<file path="config.mk">
export PLATFORM = sky130hd
export DESIGN_NAME = alu_cmd_issuer
export DESIGN_NICKNAME = d
export VERILOG_FILES = /design/src/rtl/alu_cmd_issuer.sv
export SDC_FILE = /design/constraint.sdc
export NUM_CORES = 1
export LEC_CHECK = 0
export ABC_CLOCK_PERIOD_IN_PS = 6300
export BUFFER_PORTS_ARGS = -buffer_cell sky130_fd_sc_hd__clkbuf_2
export CAP_MARGIN = 20
export CELL_PAD_IN_SITES_DETAIL_PLACEMENT = 0
export CELL_PAD_IN_SITES_GLOBAL_PLACEMENT = 2
export CORE_MARGIN = 3
export CORE_UTILIZATION = 35
export CTS_BUF_LIST = sky130_fd_sc_hd__clkbuf_8
export DETAILED_ROUTE_END_ITERATION = 12
export GPL_ROUTABILITY_DRIVEN = 0
export PLACE_DENSITY_LB_ADDON = 0.1
export SLEW_MARGIN = 20
export SYNTH_ARGS = -nofsm -noshare
export SYNTH_HDL_FRONTEND = slang
export SYNTH_SLANG_ARGS = --single-unit
</file>
<file path="constraint.sdc">
create_clock -name clk -period 6.3 [get_ports clk]
set_clock_uncertainty 0.15 [all_clocks]
set_input_delay 0.63 -clock clk [delete_from_list [all_inputs] [get_ports clk]]
set_output_delay 0.63 -clock clk [all_outputs]
set_load 0.02 [all_outputs]
</file>
<file path="src/rtl/alu_cmd_issuer.sv">
// Command FIFO in front of the ALU: buffers {operand1, operand2, opcode} commands
// and issues one per clock into registered ALU inputs while issue_en is high.
module alu_cmd_issuer #(
   parameter int DEPTH = 8,
   parameter int OPC_W = 3,
   parameter int CNT_W = 16
) (
   input  logic                     clk,
   input  logic                     rst,
   input  logic                     in_valid,
   output logic                     in_ready,
   input  logic [7:0]               in_operand1,
   input  logic [7:0]               in_operand2,
   input  logic [OPC_W-1:0]         in_opcode,
   input  logic                     issue_en,
   input  logic                     flush,
   output logic [7:0]               operand1,
   output logic [7:0]               operand2,
   output logic [OPC_W-1:0]         opcode,
   output logic                     issue_valid,
   output logic [$clog2(DEPTH):0]   count,
   output logic                     full,
   output logic                     empty,
   output logic [CNT_W-1:0]         issued_cnt
);

   localparam int PW = $clog2(DEPTH);
   localparam int CW = PW + 1;
   localparam int EW = 16 + OPC_W;

   logic [EW-1:0]      mem_q [DEPTH];
   logic [PW-1:0]      wr_ptr_q, wr_ptr_d;
   logic [PW-1:0]      rd_ptr_q, rd_ptr_d;
   logic [CW-1:0]      count_q, count_d;
   logic [CNT_W-1:0]   issued_q, issued_d;
   logic [7:0]         op1_q, op1_d;
   logic [7:0]         op2_q, op2_d;
   logic [OPC_W-1:0]   opc_q, opc_d;
   logic               vld_q, vld_d;
   logic               push, pop;

   assign full     = (count_q == CW'(DEPTH));
   assign empty    = (count_q == '0);
   assign in_ready = !full && !flush;
   assign push     = in_valid && in_ready;
   assign pop      = !empty && issue_en && !flush;

   always_comb begin
      wr_ptr_d = wr_ptr_q;
      rd_ptr_d = rd_ptr_q;
      count_d  = count_q;
      issued_d = issued_q;
      op1_d    = op1_q;
      op2_d    = op2_q;
      opc_d    = opc_q;
      vld_d    = 1'b0;
      if (flush) begin
         wr_ptr_d = '0;
         rd_ptr_d = '0;
         count_d  = '0;
      end else begin
         if (push) begin
            wr_ptr_d = wr_ptr_q + 1'b1;
         end
         if (pop) begin
            rd_ptr_d              = rd_ptr_q + 1'b1;
            {op1_d, op2_d, opc_d} = mem_q[rd_ptr_q];
            vld_d                 = 1'b1;
            issued_d              = issued_q + 1'b1;
         end
         // Push and pop together leave occupancy unchanged.
         case ({push, pop})
            2'b10:   count_d = count_q + 1'b1;
            2'b01:   count_d = count_q - 1'b1;
            default: count_d = count_q;
         endcase
      end
   end

   always_ff @(posedge clk) begin
      if (rst) begin
         wr_ptr_q <= '0;
         rd_ptr_q <= '0;
         count_q  <= '0;
         issued_q <= '0;
         op1_q    <= '0;
         op2_q    <= '0;
         opc_q    <= '0;
         vld_q    <= 1'b0;
      end else begin
         wr_ptr_q <= wr_ptr_d;
         rd_ptr_q <= rd_ptr_d;
         count_q  <= count_d;
         issued_q <= issued_d;
         op1_q    <= op1_d;
         op2_q    <= op2_d;
         opc_q    <= opc_d;
         vld_q    <= vld_d;
      end
   end

   // Storage needs no reset: pointers and count define which entries are live.
   always_ff @(posedge clk) begin
      if (!rst && push) begin
         mem_q[wr_ptr_q] <= {in_operand1, in_operand2, in_opcode};
      end
   end

   assign operand1    = op1_q;
   assign operand2    = op2_q;
   assign opcode      = opc_q;
   assign issue_valid = vld_q;
   assign count       = count_q;
   assign issued_cnt  = issued_q;

endmodule

</file>
==> summary.txt, run 1 <==
Status = complete, no violations
CP startpoint = count[1]$_SDFFE_PP0P_
Leading cell types by count after synthesis = edfxtp_1, dfxtp_1, nor2_1
Multi-input logic area = 0.00199 mm²
Reg2reg path depth = 9
# nets final = 561
CTS tree = done
Post-synth top area share = 60.4%
1st-iter DRT viols = 225
First-pass detailed-route iteration total = 4
CTS resizes = 0
Antenna diode count = 0
Via count = 4180
Slew @ Worst Pin = 927 ps
Hold Path Class = in -> reg
Clock Path Buffers = 2
Placement Setup Slack = 3150 ps
Final clock period utilization by the worst path = 45.8%
F_max = 347 MHz
Final WL = 16.5 mm
Yosys top cell by area = edfxtp_1
Min-delay src = in_operand2[1]
Peak VDD IR = 0.119 mV
DP HPWL = 9.17 mm
Yosys warns = 0
Max-capacitance violation count = 0
Total Routing Usage GR = 14.5%
Initial antenna violation count = 0
Setup TNS = 0 ps
#FFs+latches synth = 198
Die H = 153 µm
CTS HTree Levels = 4
Post-synth ARST share = 0%
Top FF cell, synth = edfxtp_1
Tot Pwr = 2.32 mW
Register area = 0.00549 mm²
Final Hold Viols = 0
Core area = 0.0211 mm²
Vias in the first global route = 4268
Inserted Clock Buffers = 17
# port buffers = 66
Number of flops mapped to enable cells by yosys = 152
Largest net degree at the start of global routing = 46
Clock Pin Slew Worst Setup and Hold Paths = 110 ps
Setup repair bufs after CTS = 0
Post-layout min period = 2890 ps
Mapped Avg Cell Area = 16.7 µm²
Initial core utilization = 35.8%
Mapped Nets = 483
FP Rows = 53
Critical Path Fanout Max = 7
Cts hold-fix bufs = 0
Setup ws final = 3410 ps
Fill cells = 1987
# setup viols final = 0
Die W = 153 µm
Drt wl/cell = 20.2 µm
Post-route ant nets = 0
Static leakage = 2.80 nW
Synth Instances = 452
Hold Path Stages = 1
Yosys cell types = 40
Layout cells sized above 1 = 30.8%
Remaining Overflow, GRT = 0
PwrDens = 267 mW/mm²
Max-slew violations = 0
Die area = 0.0234 mm²
Netlist Area Pre-Place = 0.00755 mm²
WP data required = 6500 ps
Vias per inst = 5.11
CTS Sinks = 198
Clock Latency Late Sink = 450 ps
Root buffer cell = clkbuf_8
WP data arrival = 3080 ps
RSZ-0062 raised after global routing = false
Slew HR = 37.7%
CP endpoint kind = flip-flop
CP Class = reg -> reg
Layout area overhead = 15.3%
First-pass GRT wire length = 25.6 mm
IO Pins = 67
Register area share after synthesis = 72.6%
Synth area leaders = edfxtp_1, dfxtp_1, mux4_2
Worst flop-to-flop path startpoint = count[1]$_SDFFE_PP0P_
Startpoint types = flip-flop
DRC Markers = 0
Count leader, synth = edfxtp_1
-- state kept, by name, indices dropped and copies added, names as in the netlist --
signal and cells:
mem_q 152, issued_cnt 16, operand1 8, operand2 8
count 4, opcode 3, rd_ptr_q 3, wr_ptr_q 3
issue_valid 1
-- placed cells by master, fill, tap and decap left out, types with 3 or more instances in the layout --
| master | synthesis | layout |
|---|---|---|
| dfxtp_1 | 46 | 45 |
| nor2_1 | 42 | 42 |
| buf_4 | 0 | 14 |
| nor4_1 | 9 | 3 |
| or3_1 | 4 | 4 |
| xnor2_1 | 10 | 10 |
| nor4_2 | 0 | 6 |
| clkbuf_2 | 0 | 66 |
| a21oi_1 | 13 | 13 |
| nor3_1 | 24 | 23 |
| edfxtp_1 | 152 | 152 |
| o21ai_0 | 4 | 4 |
| nand2b_1 | 4 | 4 |
| inv_6 | 0 | 6 |
| inv_8 | 0 | 4 |
| mux4_2 | 38 | 38 |
| clkbuf_8 | 0 | 17 |
| nand2_1 | 14 | 14 |
| xor2_1 | 3 | 3 |
| ha_1 | 6 | 6 |
| o22ai_1 | 19 | 19 |
| nand3_1 | 10 | 10 |
| inv_1 | 7 | 7 |
| nand4_1 | 3 | 3 |
-- power breakdown --
part           switching [mW]  total [mW]  internal (mW)
logic                  0.0444      0.0652         0.0208
registers             0.00408        1.41           1.41
clock network           0.474       0.846          0.372
-- critical path, stage by stage, from the launching register on --
cell,delay (ps)
dfxtp_1,380
or4_1,700
nand2_1,250
clkinv_1,120
ha_1,250
ha_1,330
a21oi_1,220
a211oi_1,120
o21ai_0,160
o31ai_1,90
-- cell type report --
type	instances	area share (%)
tap	275	3.95
timing repair buffer	80	5.00
multi-input combinational	224	22.8
clock inverter	15	2.07
inverter	9	0.417
sequential	198	63.0
clock buffer	17	2.69
-- metal layers --
layer | share of wire (%) | track usage (%)
met3 | 3.8 | 3.14
met1 | 46 | 19.4
met4 | 1.1 | 3.73
met2 | 49 | 24.2
met5 | 0 | 0
-- logic make-up after synthesis --
logic type	Yosys count	share of synthesized area, %
and+or+nand+nor	124	8.20
AOI/OAI and AO/OA	41	3.23
buffers and inverters	30	1.69
adders and majority gates	7	1.26
xor gates and xnor gates	13	1.51
muxes	39	11.5
DFF	198	72.6
-- final timing paths --
kind | slack (ps) | end
max reg2reg | 3410 | count[3]$_SDFFE_PP0P_
min reg2reg | 320 | rd_ptr_q[1]$_SDFFE_PP0P_
max | 3410 | count[3]$_SDFFE_PP0P_
min | 290 | mem_q[1][4]$_DFFE_PP_
-- per-stage QoR --
stage	instances	util, %	cell area (µm²)	hold WS [ps]
CTS	818	41.3	8700	264
floorplan	452	-	7550	356
detailed placement	786	39.3	8290	305
global placement	786	39.3	8290	317
finish	818	41.3	8700	293
global route	818	41.3	8700	278
Power figures use the tool's default switching activity.
==> run 2: changes to the inputs <==
ABC_CLOCK_PERIOD_IN_PS = 3000   (was 6300)
clock period = 3 ns   (was 6.3 ns; I/O delays follow)
==> summary.txt, run 2 (synthesized netlist as in run 1, its figures left out) <==
Status = complete, no violations
Post-layout min period = 2710 ps
Clock Pin Slew Worst Setup and Hold Paths = 100 ps
Initial antenna violation count = 0
# port buffers = 66
Reg2reg setup slack = 290 ps
1st-iter DRT viols = 289
First-pass GRT wire length = 26.0 mm
Post-route ant nets = 0
Worst flop-to-flop path startpoint = count[1]$_SDFFE_PP0P_
Total Routing Usage GR = 14.4%
Startpoint types = flip-flop
Slew HR = 58.0%
IO Pins = 67
Leading cell types in the layout, fill and taps excluded = edfxtp_1, clkbuf_2, dfxtp_1
Remaining Overflow, GRT = 0
Cts hold-fix bufs = 20
Inserted Clock Buffers = 17
Via count = 4255
CTS HTree Levels = 4
Root buffer cell = clkbuf_8
PwrDens = 544 mW/mm²
CTS tree = done
Die H = 153 µm
F_max = 368 MHz
Die area = 0.0234 mm²
# nets final = 584
Setup repair bufs after CTS = 0
Final Hold Viols = 0
Setup ws final = 286 ps
Max-capacitance violation count = 0
FP Rows = 53
Critical register-to-register path endpoint = count[3]$_SDFFE_PP0P_
Layout area overhead = 19.2%
CP endpoint kind = flip-flop
Max reg flops = 152
Drt wl/cell = 19.6 µm
Initial core utilization = 35.8%
CTS Sinks = 198
First-pass detailed-route iteration total = 4
CP Class = reg -> reg
Max-slew violations = 0
Die W = 153 µm
Worst setup path end = count[3]$_SDFFE_PP0P_
Clock Path Buffers = 2
Slew @ Worst Pin = 631 ps
DRC Markers = 0
Final WL = 16.4 mm
DP HPWL = 9.45 mm
CTS resizes = 0
Core area = 0.0211 mm²
Critical Path Fanout Max = 6
Final clock period utilization by the worst path = 90.5%
WP data arrival = 2900 ps
CP startpoint = count[1]$_SDFFE_PP0P_
Tot Pwr = 4.90 mW
WP data required = 3190 ps
Most flop-heavy register = mem_q
Antenna diode count = 0
Peak VDD IR = 0.248 mV
RSZ-0062 raised after global routing = false
Largest net degree at the start of global routing = 41
# setup viols final = 0
Vias per inst = 5.06
Vias in the first global route = 4445
Clock Latency Late Sink = 460 ps
Static leakage = 2.91 nW
Hold Path Class = in -> reg
Commonest non-fill, non-tap cell in the layout = edfxtp_1
Placement Setup Slack = 278 ps
Layout cells sized above 1 = 29.7%
Reg2reg path depth = 9
-- run 2: cell types whose count changed in the layout (fill, tap and decap cells not counted), sizes merged --
cell	change
buf	+3
clkinv	+1
clkbuf	+1
clkinvlp	+1
inv	-4
bufinv	+1
dlygate4sd3	+20
-- run 2: worst min-delay path by stage --
stage,from,endpoint,slack [ps],depth (start not counted)
final,flush,count[3]$_SDFFE_PP0P_,80,4
after global routing,flush,count[3]$_SDFFE_PP0P_,70,4
after CTS,flush,count[3]$_SDFFE_PP0P_,50,4
after detailed placement,opcode[1]$_SDFFE_PP0P_,opcode[1]$_SDFFE_PP0P_,330,2
after global placement,operand1[0]$_SDFFE_PP0P_,operand1[0]$_SDFFE_PP0P_,320,2
after floorplan,in_opcode[0],mem_q[0][0]$_DFFE_PP_,250,0
-- run 2: layout make-up --
type	count	area (µm²)
inverters	9	36.3
well taps	275	344
clock buffers	18	248
repair buffers	103	671
clock inverters	14	160
fillers	1947	12100
flip-flops and latches	198	5490
multi-input cells	224	2060
-- run 2: routing by layer --
metal	part of all wire (%)	vias up	global-route usage [%]
li1	-	1975	-
met1	46	2179	19.6
met2	49	90	23.4
met3	4.4	11	3.54
met4	0.90	0	3.61
met5	0	-	0
-- run 2: stage by stage --
step           hold slack (ps)  util (%)  area (µm²)  std cells  setup TNS (ps)
2_1_floorplan              249         -        7600        452          -24530
3_3_place_gp               324      39.8        8390        789               0
3_5_place_dp               328      39.8        8390        789               0
4_1_cts                   45.5      42.7        9000        841               0
5_1_grt                   69.8      42.7        9000        841               0
6_report                  78.6      42.7        9000        841               0
-- run 2: power by group --
part           switching, mW  internal, mW
Clock                  0.923         0.844
Sequential           0.00861          2.96
Combinational          0.102        0.0635
Total                   1.03          3.87
-- run 2: worst max-delay path, cell delays in order (launching register included) --
cell and delay (ps):
dfxtp_1 380, or4_1 560, nand2_1 210, clkinv_1 130, ha_1 260, ha_1 350, nand3_1 110, and4b_1 230
o21ai_0 140, o31ai_1 90
